$ cat config.mk
export PLATFORM = sky130hd
export DESIGN_NAME = uart_tx_flat
export DESIGN_NICKNAME = d
export VERILOG_FILES = /design/src/rtl/uart_pkg.sv /design/src/rtl/uart_tx_if.sv /design/src/rtl/uart_bit_timer.sv /design/src/rtl/uart_tx.sv /design/src/flat_wrapper.sv
export SDC_FILE = /design/constraint.sdc
export NUM_CORES = 1
export LEC_CHECK = 0
export CORE_UTILIZATION = 35
export CTS_BUF_LIST = sky130_fd_sc_hd__clkbuf_16
export DETAILED_ROUTE_END_ITERATION = 8
export GPL_TIMING_DRIVEN = 0
export PLACE_DENSITY = 0.58
export SLEW_MARGIN = 25
export SYNTH_ARGS = -nofsm -noshare
export SYNTH_HDL_FRONTEND = slang
export SYNTH_SLANG_ARGS = --single-unit
$ cat constraint.sdc
create_clock -name clk -period 4.5 [get_ports clk]
set_input_delay 0.9 -clock clk [delete_from_list [all_inputs] [get_ports clk]]
set_output_delay 0.9 -clock clk [all_outputs]
set_load 0.02 [all_outputs]
$ cat src/rtl/uart_pkg.sv
// Shared UART definitions: state encoding, default timing and frame geometry.
// Imported by uart_tx and its sub-modules; uart_rx imports the same package.
package uart_pkg;

  typedef enum logic [1:0] {
    IDLE,
    START,
    DATA,
    STOP
  } uart_state_t;

  // 12 MHz system clock at 1 Mbaud.
  localparam int unsigned UART_CLKS_PER_BIT_12M_1M = 12;
  localparam int unsigned UART_DATA_BITS           = 8;

endpackage

$ cat src/rtl/uart_tx_if.sv
// Byte handshake between the host/debug link logic and the UART transmitter.
//   data  : byte to send, sampled only on the accept cycle
//   valid : data is valid
//   ready : transmitter can take a byte this cycle (accept = valid & ready)
// master = byte producer, slave = uart_tx.
interface uart_tx_if;
  import uart_pkg::*;

  logic [UART_DATA_BITS-1:0] data;
  logic                      valid;
  logic                      ready;

  modport master (output data, output valid, input  ready);
  modport slave  (input  data, input  valid, output ready);

endinterface

$ cat src/rtl/uart_bit_timer.sv
// Bit-period down-counter for the UART transmitter.
//   clk  : system clock
//   rst  : asynchronous active-high reset (count returns to 0)
//   load : restart the period (count = CLKS_PER_BIT-1)
//   tick : combinational, high while the count is 0 (last cycle of a period)
// The counter never wraps: it decrements only while nonzero and rests at 0.
module uart_bit_timer #(
  parameter int unsigned CLKS_PER_BIT = 12
) (
  input  logic clk,
  input  logic rst,
  input  logic load,
  output logic tick
);

  localparam int unsigned CNT_W = $clog2(CLKS_PER_BIT);

  logic [CNT_W-1:0] count_q, count_d;

  // Next count: reload wins over the free-running decrement.
  always_comb begin
    count_d = count_q;
    if (load) begin
      count_d = CNT_W'(CLKS_PER_BIT - 1);
    end else if (count_q != '0) begin
      count_d = count_q - CNT_W'(1);
    end
  end

  always_ff @(posedge clk or posedge rst) begin
    if (rst) begin
      count_q <= '0;
    end else begin
      count_q <= count_d;
    end
  end

  assign tick = (count_q == '0);

endmodule

$ cat src/rtl/uart_tx.sv
// 8N1 UART transmitter (1 or 2 stop bits), LSB first, 12 MHz / 1 Mbaud default.
//   clk     : system clock
//   rst     : asynchronous active-high reset; abandons any frame, tx high at once
//   bus     : uart_tx_if.slave byte handshake (data, valid, ready)
//             ready is combinational: high in IDLE and in the last cycle of the
//             last stop bit, so streamed bytes go out with no idle gap
//   tx      : registered serial line, idles high
//   busy    : registered, high while a frame is in progress
//   crc_din : data bit for a serial CRC engine
//   crc_en  : one-cycle strobe on the first cycle each data bit drives tx
// Build option: define UART_TX_CRC_EN to generate crc_en/crc_din; otherwise
// both are tied low.
module uart_tx
  import uart_pkg::*;
#(
  parameter int unsigned CLKS_PER_BIT = UART_CLKS_PER_BIT_12M_1M,
  parameter int unsigned STOP_BITS    = 1
) (
  input  logic          clk,
  input  logic          rst,
  uart_tx_if.slave      bus,
  output logic          tx,
  output logic          busy,
  output logic          crc_din,
  output logic          crc_en
);

  localparam int unsigned BIT_W = 3;

  uart_state_t               state_q, state_d;
  logic [UART_DATA_BITS-1:0] shift_q, shift_d;
  logic [BIT_W-1:0]          bitcnt_q, bitcnt_d;
  logic                      tx_q, tx_d;
  logic                      busy_q;
  logic                      ready_c;
  logic                      load;
  logic                      tick;

  uart_bit_timer #(
    .CLKS_PER_BIT (CLKS_PER_BIT)
  ) u_bit_timer (
    .clk  (clk),
    .rst  (rst),
    .load (load),
    .tick (tick)
  );

  // Next-state, shift register and next tx level.
  always_comb begin
    state_d  = state_q;
    shift_d  = shift_q;
    bitcnt_d = bitcnt_q;
    tx_d     = tx_q;
    load     = 1'b0;
    ready_c  = 1'b0;

    unique case (state_q)
      IDLE: begin
        ready_c = 1'b1;
        tx_d    = 1'b1;
        if (bus.valid) begin
          shift_d = bus.data;
          load    = 1'b1;
          tx_d    = 1'b0;
          state_d = START;
        end
      end

      START: begin
        if (tick) begin
          load     = 1'b1;
          bitcnt_d = BIT_W'(UART_DATA_BITS - 1);
          tx_d     = shift_q[0];
          state_d  = DATA;
        end
      end

      DATA: begin
        if (tick) begin
          load = 1'b1;
          if (bitcnt_q == '0) begin
            bitcnt_d = BIT_W'(STOP_BITS - 1);
            tx_d     = 1'b1;
            state_d  = STOP;
          end else begin
            bitcnt_d = bitcnt_q - BIT_W'(1);
            shift_d  = shift_q >> 1;
            // Next bit is shift_q[1], i.e. bit 0 after this shift.
            tx_d     = shift_q[1];
          end
        end
      end

      STOP: begin
        if (tick) begin
          if (bitcnt_q == '0) begin
            // Last cycle of the frame: accepting here chains the next start bit.
            ready_c = 1'b1;
            if (bus.valid) begin
              shift_d = bus.data;
              load    = 1'b1;
              tx_d    = 1'b0;
              state_d = START;
            end else begin
              state_d = IDLE;
            end
          end else begin
            bitcnt_d = bitcnt_q - BIT_W'(1);
            load     = 1'b1;
          end
        end
      end

      default: begin
        state_d = IDLE;
        tx_d    = 1'b1;
      end
    endcase
  end

  // State, datapath and output registers.
  always_ff @(posedge clk or posedge rst) begin
    if (rst) begin
      state_q  <= IDLE;
      shift_q  <= '0;
      bitcnt_q <= '0;
      tx_q     <= 1'b1;
      busy_q   <= 1'b0;
    end else begin
      state_q  <= state_d;
      shift_q  <= shift_d;
      bitcnt_q <= bitcnt_d;
      tx_q     <= tx_d;
      busy_q   <= (state_d != IDLE);
    end
  end

  assign bus.ready = ready_c;
  assign tx        = tx_q;
  assign busy      = busy_q;

`ifdef UART_TX_CRC_EN
  logic crc_en_q, crc_en_d;
  logic crc_din_q, crc_din_d;

  // Strobe on every transition onto a data bit; crc_din mirrors that bit.
  always_comb begin
    crc_en_d  = 1'b0;
    crc_din_d = 1'b0;
    if (tick && ((state_q == START) || ((state_q == DATA) && (bitcnt_q != '0)))) begin
      crc_en_d  = 1'b1;
      crc_din_d = tx_d;
    end
  end

  always_ff @(posedge clk or posedge rst) begin
    if (rst) begin
      crc_en_q  <= 1'b0;
      crc_din_q <= 1'b0;
    end else begin
      crc_en_q  <= crc_en_d;
      crc_din_q <= crc_din_d;
    end
  end

  assign crc_en  = crc_en_q;
  assign crc_din = crc_din_q;
`else
  assign crc_en  = 1'b0;
  assign crc_din = 1'b0;
`endif

endmodule

$ cat src/flat_wrapper.sv
// flat-port wrapper written by rule: the top's interface ports become plain ports
module uart_tx_flat import uart_pkg::*;
#(
  parameter int unsigned CLKS_PER_BIT = UART_CLKS_PER_BIT_12M_1M,
  parameter int unsigned STOP_BITS    = 1
)
  (clk, rst, tx, busy, crc_din, crc_en, bus_data, bus_valid, bus_ready);
  uart_tx_if bus_i ();
  input  logic clk;
  input  logic rst;
  output logic tx;
  output logic busy;
  output logic crc_din;
  output logic crc_en;
  input wire logic [$bits(bus_i.data)-1:0] bus_data;
  input wire logic [$bits(bus_i.valid)-1:0] bus_valid;
  output wire logic [$bits(bus_i.ready)-1:0] bus_ready;
  assign bus_i.data = bus_data;
  assign bus_i.valid = bus_valid;
  assign bus_ready = bus_i.ready;
  uart_tx #(.CLKS_PER_BIT(CLKS_PER_BIT), .STOP_BITS(STOP_BITS)) u_core (.clk(clk), .rst(rst), .bus(bus_i), .tx(tx), .busy(busy), .crc_din(crc_din), .crc_en(crc_en));
endmodule
# Yosys cells after proc, flatten, opt, wreduce, memory -nomap -nowiden
# Cells that the tools add are included.
# classes
n_reduce_logical	12
addsub	2
n_eq_ne	10
n_mux	38
# op_table
cell	n
$mux 8	5
$pmux 8 s3	1
$mux 3	5
$reduce_and 5->1	3
$mux 1	14
$mux 2	6
$pmux 3 s3	1
$mux 4	2
$ne 2x1->1 const B	4
$pmux 2 s4	1
$ne 2x2->1 const B	3
$reduce_bool 3->1	2
$eq 2x2->1 const B	2
$logic_not 4->1	1
$pmux 1 s4	1
$reduce_bool 2->1	2
$reduce_bool 4->1	1
$sub 4x1->4 const B	1
$logic_not 3->1	1
$pmux 1 s3	1
$sub 3x1->3 const B	1
$eq 2x1->1 const B	1
$logic_not 2->1	1
$pmux 1 s2	1
$reduce_or 2->1	1
# totals
wordCells	68
in_bits	11
register_bits	19
out_inout_bits	5

# Logic depth before layout (Yosys ltp)
# depth
depth_word	5
mapped_depth	7
depth_no_buf	6

# By module
# A second synthesis with hierarchy kept.
# hier_totals
hier_cells	120
area_unflattened_um2	1219.9
# modules_own_cells
mod	instances	cells_each	seq_area_each_um2	area_each_um2
uart_tx	1	98	376.6	998.5
uart_bit_timer	1	22	100.1	221.5

# Least setup slack after synthesis
# Ideal clock, no wire load.
# synth_timing
path_kind	register to output
from	register u_core.u_bit_timer.count_q[0]
to	output port bus_ready
arrival_time_ns	1.544
path_stages_with_launch	7
required_ns	3.600
setup_slack_ns	2.056
path_cell_list	dfrtp_1 > inv_1 > ha_1 > or3b_4 > nor2_1 > a21oi_1 > nor2_1
# synth_via
elab_chain_cells	3
# synth_rtl
element	line	source
start: declaration	uart_bit_timer.sv:18	logic [CNT_W-1:0] count_q, count_d;
start signal: assignment	uart_bit_timer.sv:34	count_q <= count_d;
$logic_not 4->1	uart_bit_timer.sv:38	assign tick = (count_q == '0);
$mux 1	uart_tx.sv:95	if (tick) begin
$pmux 1 s2	uart_tx.sv:57	unique case (state_q)
end: declaration	flat_wrapper.sv:17	output wire logic [$bits(bus_i.ready)-1:0] bus_ready;
# No other way between the ends.

# Worst setup path in the final report
# Same ends and word-level chain as after synthesis.

==> metrics <==
I/O Buffers 13; skew final 0.001177 ns; sequential area share after synthesis around 39%; arrival time worst endpoint 2.35 ns; worst skew pair latency 0.25 ns; Area growth syn-to-layout 21.91%; fraction of layout cells with a size suffix above 1 21.28%; Worst Path Required between 3 and 4 ns; Final Instance Area 1504 µm²; TritonCTS buffer count 3; async set-reset flop share out of synthesis 100.0%; Design Power 0.0007868 W; most frequent cells in the layout dfrtp_1, mux2_2, inv_1, clkdlybuf4s50_1, o21ai_0; H-tree Lvls 1; hpwl dp 1.845 mm; period utilization 72.21%; Tot GR Track Use 14.92%; cts hold-fix bufs 0; CP Capture Type primary output; final core utilization 44.72%; maximum vdd drop 302.8 µV; DRC viols 0; CTS resizes 0; Multi-input gate area 661.9 µm²; Avg Synthesized Cell Area ~10 µm²; GPL Wtd Cong 0.7807; Tmin final 3.250 ns; largest net degree at the start of global routing 20; Post-synth EDFFs 0; Starting Density 36.68%; gr ovfl total 0; clk buf depth 2; first-pass GRT wire length 4.084 mm; Horiz. Die Dim between 60 and 70 µm; main area contributors after synthesis dfrtp_1, mux2_2, ha_1; # Post-CTS Setup Buffers 0; Distinct cells, synth 42; vias in the first global route 943; placed cell areas 1425 µm²; final-report max-slew violation count 0; DR WL/cell 12.84 µm; leakage power 0.6305 nW; slew of the pin with the lowest slew margin between 0.9 and 1 ns; # fillers 351; Die H 61.37 µm; Antenna Nets Post-Route 0; commonest non-fill, non-tap cell in the layout dfrtp_1; Core ar. around 3400 µm²; Final setup violation count 0; RSZ-0062 raised after global routing no; fmax 0.3077 GHz; net count reported at finish 160; vias 914; # Max-Cap Violations 0; clk sinks 19; first-pass detailed-route iteration total 4; Hold Path Class register to register; normalized max-slew margin 36.94%; Routed WL 2.401 mm; clock root cell clkbuf_16; Setup TNS 0 ns; via density per instance 4.888; storage element area 476.7 µm²; initial antenna violation count 0; Pwr Density approximately 520 nW/µm²; # IOs 16; Final Hold Viols 0; cell row count 21; die area 3766 µm²; YS warnings 0; status finished, final reports clean; crit path max fanout 6; Startpoint Class register; DR iter-0 viols 21; leading area contributor after synthesis dfrtp_1; WS Path Type register to primary output; cell count after synthesis 123; Yosys reg bits 19; top_reg_cell synth dfrtp_1; Reg clk slew, reported paths 0.05 ns; n_diodes 0; Synth top area share a little over a third; Post-Syn Area 1234 µm²; CTS tree done
kinds of logic after synthesis:
group,count (synthesis),synth area share [%]
other,1,0.3040
XOR/XNOR,1,0.7101
adder cells (fa/ha/maj),7,7.099
multiplexers,18,16.33
AND/OR/NAND/NOR,29,13.49
flip-flops,19,38.64
AO/OA/AOI/OAI,29,15.42
buffers and inverters,19,8.012
registers in the layout, summed over array words and instances, names as in the netlist:
name,flops
u_core.u_bit_timer.count_q,4
u_core.tx,1
u_core.busy,1
u_core.bitcnt_q,3
u_core.state_q,2
u_core.shift_q,8
final cells by class:
cell class	instances	share of cell area [%]
multi-input cells	86	44.01
well taps	46	3.827
repair buffers	13	8.652
inverters	12	2.995
plain buffers	7	3.577
flip-flops and latches	19	31.70
clock buffers	3	4.992
clock inverters	1	0.2496
final timing paths:
check | start | end | slack (ns) | cells past startpoint
hold / removal | u_core.bitcnt_q[1] | u_core.bitcnt_q[1] | 0.51 | 1
min in group asynchronous | rst | u_core.bitcnt_q[0] | 1.08 | 2
setup reg to reg | u_core.u_bit_timer.count_q[0] | u_core.shift_q[1] | 1.85 | 6
setup / recovery | u_core.u_bit_timer.count_q[0] | bus_ready | 1.25 | 7
max in group asynchronous | rst | u_core.shift_q[7] | 2.95 | 2
hold reg to reg | u_core.bitcnt_q[1] | u_core.bitcnt_q[1] | 0.51 | 1
stage by stage:
| step | instances | worst slack (ns) | hold slack, ns |
|---|---|---|---|
| final | 187 | 1.251 | 0.5051 |
| after global routing | 187 | 1.175 | 0.5229 |
| after CTS | 187 | 1.241 | 0.5081 |
| after detailed placement | 183 | 1.519 | 0.4958 |
| after global placement | 183 | 1.543 | 0.4841 |
| after floorplan | 124 | 2.056 | 0.4750 |
power by group:
part | internal, W | total [W] | switching [W]
logic | 0.000156 | 0.000320 | 0.000165
clock network | 0.000118 | 0.000178 | 0.0000603
registers | 0.000244 | 0.000288 | 0.0000446
synth_stat cells, drive strengths merged, types with 2 or more instances:
library cell and n:
dfrtp 18, o21ai 9, mux2 17, clkbuf 4, o211ai 2, ha 7
nor3 2, nor2b 2, buf 2, a21oi 7, or3b 2, nor3b 2
inv 12, o22ai 2, nand2 8, nor2 5
critical path, cell delays in order (launching register included):
cell	delay, ns
dfrtp_1	0.37
inv_1	0.10
ha_1	0.23
or3b_4	0.45
nor2_1	0.15
a21oi_1	0.08
nor2_1	0.11
clkdlybuf4s50_1	0.62
metal layers:
metal	vias up	routed length (µm)	global-route usage (%)
li1	465	-	-
met1	429	1041	16.95
met2	18	1274	27.33
met3	2	67	2.521
met4	0	18	6.667
met5	-	0	0
No activity file was read; power rests on OpenSTA's default activity.
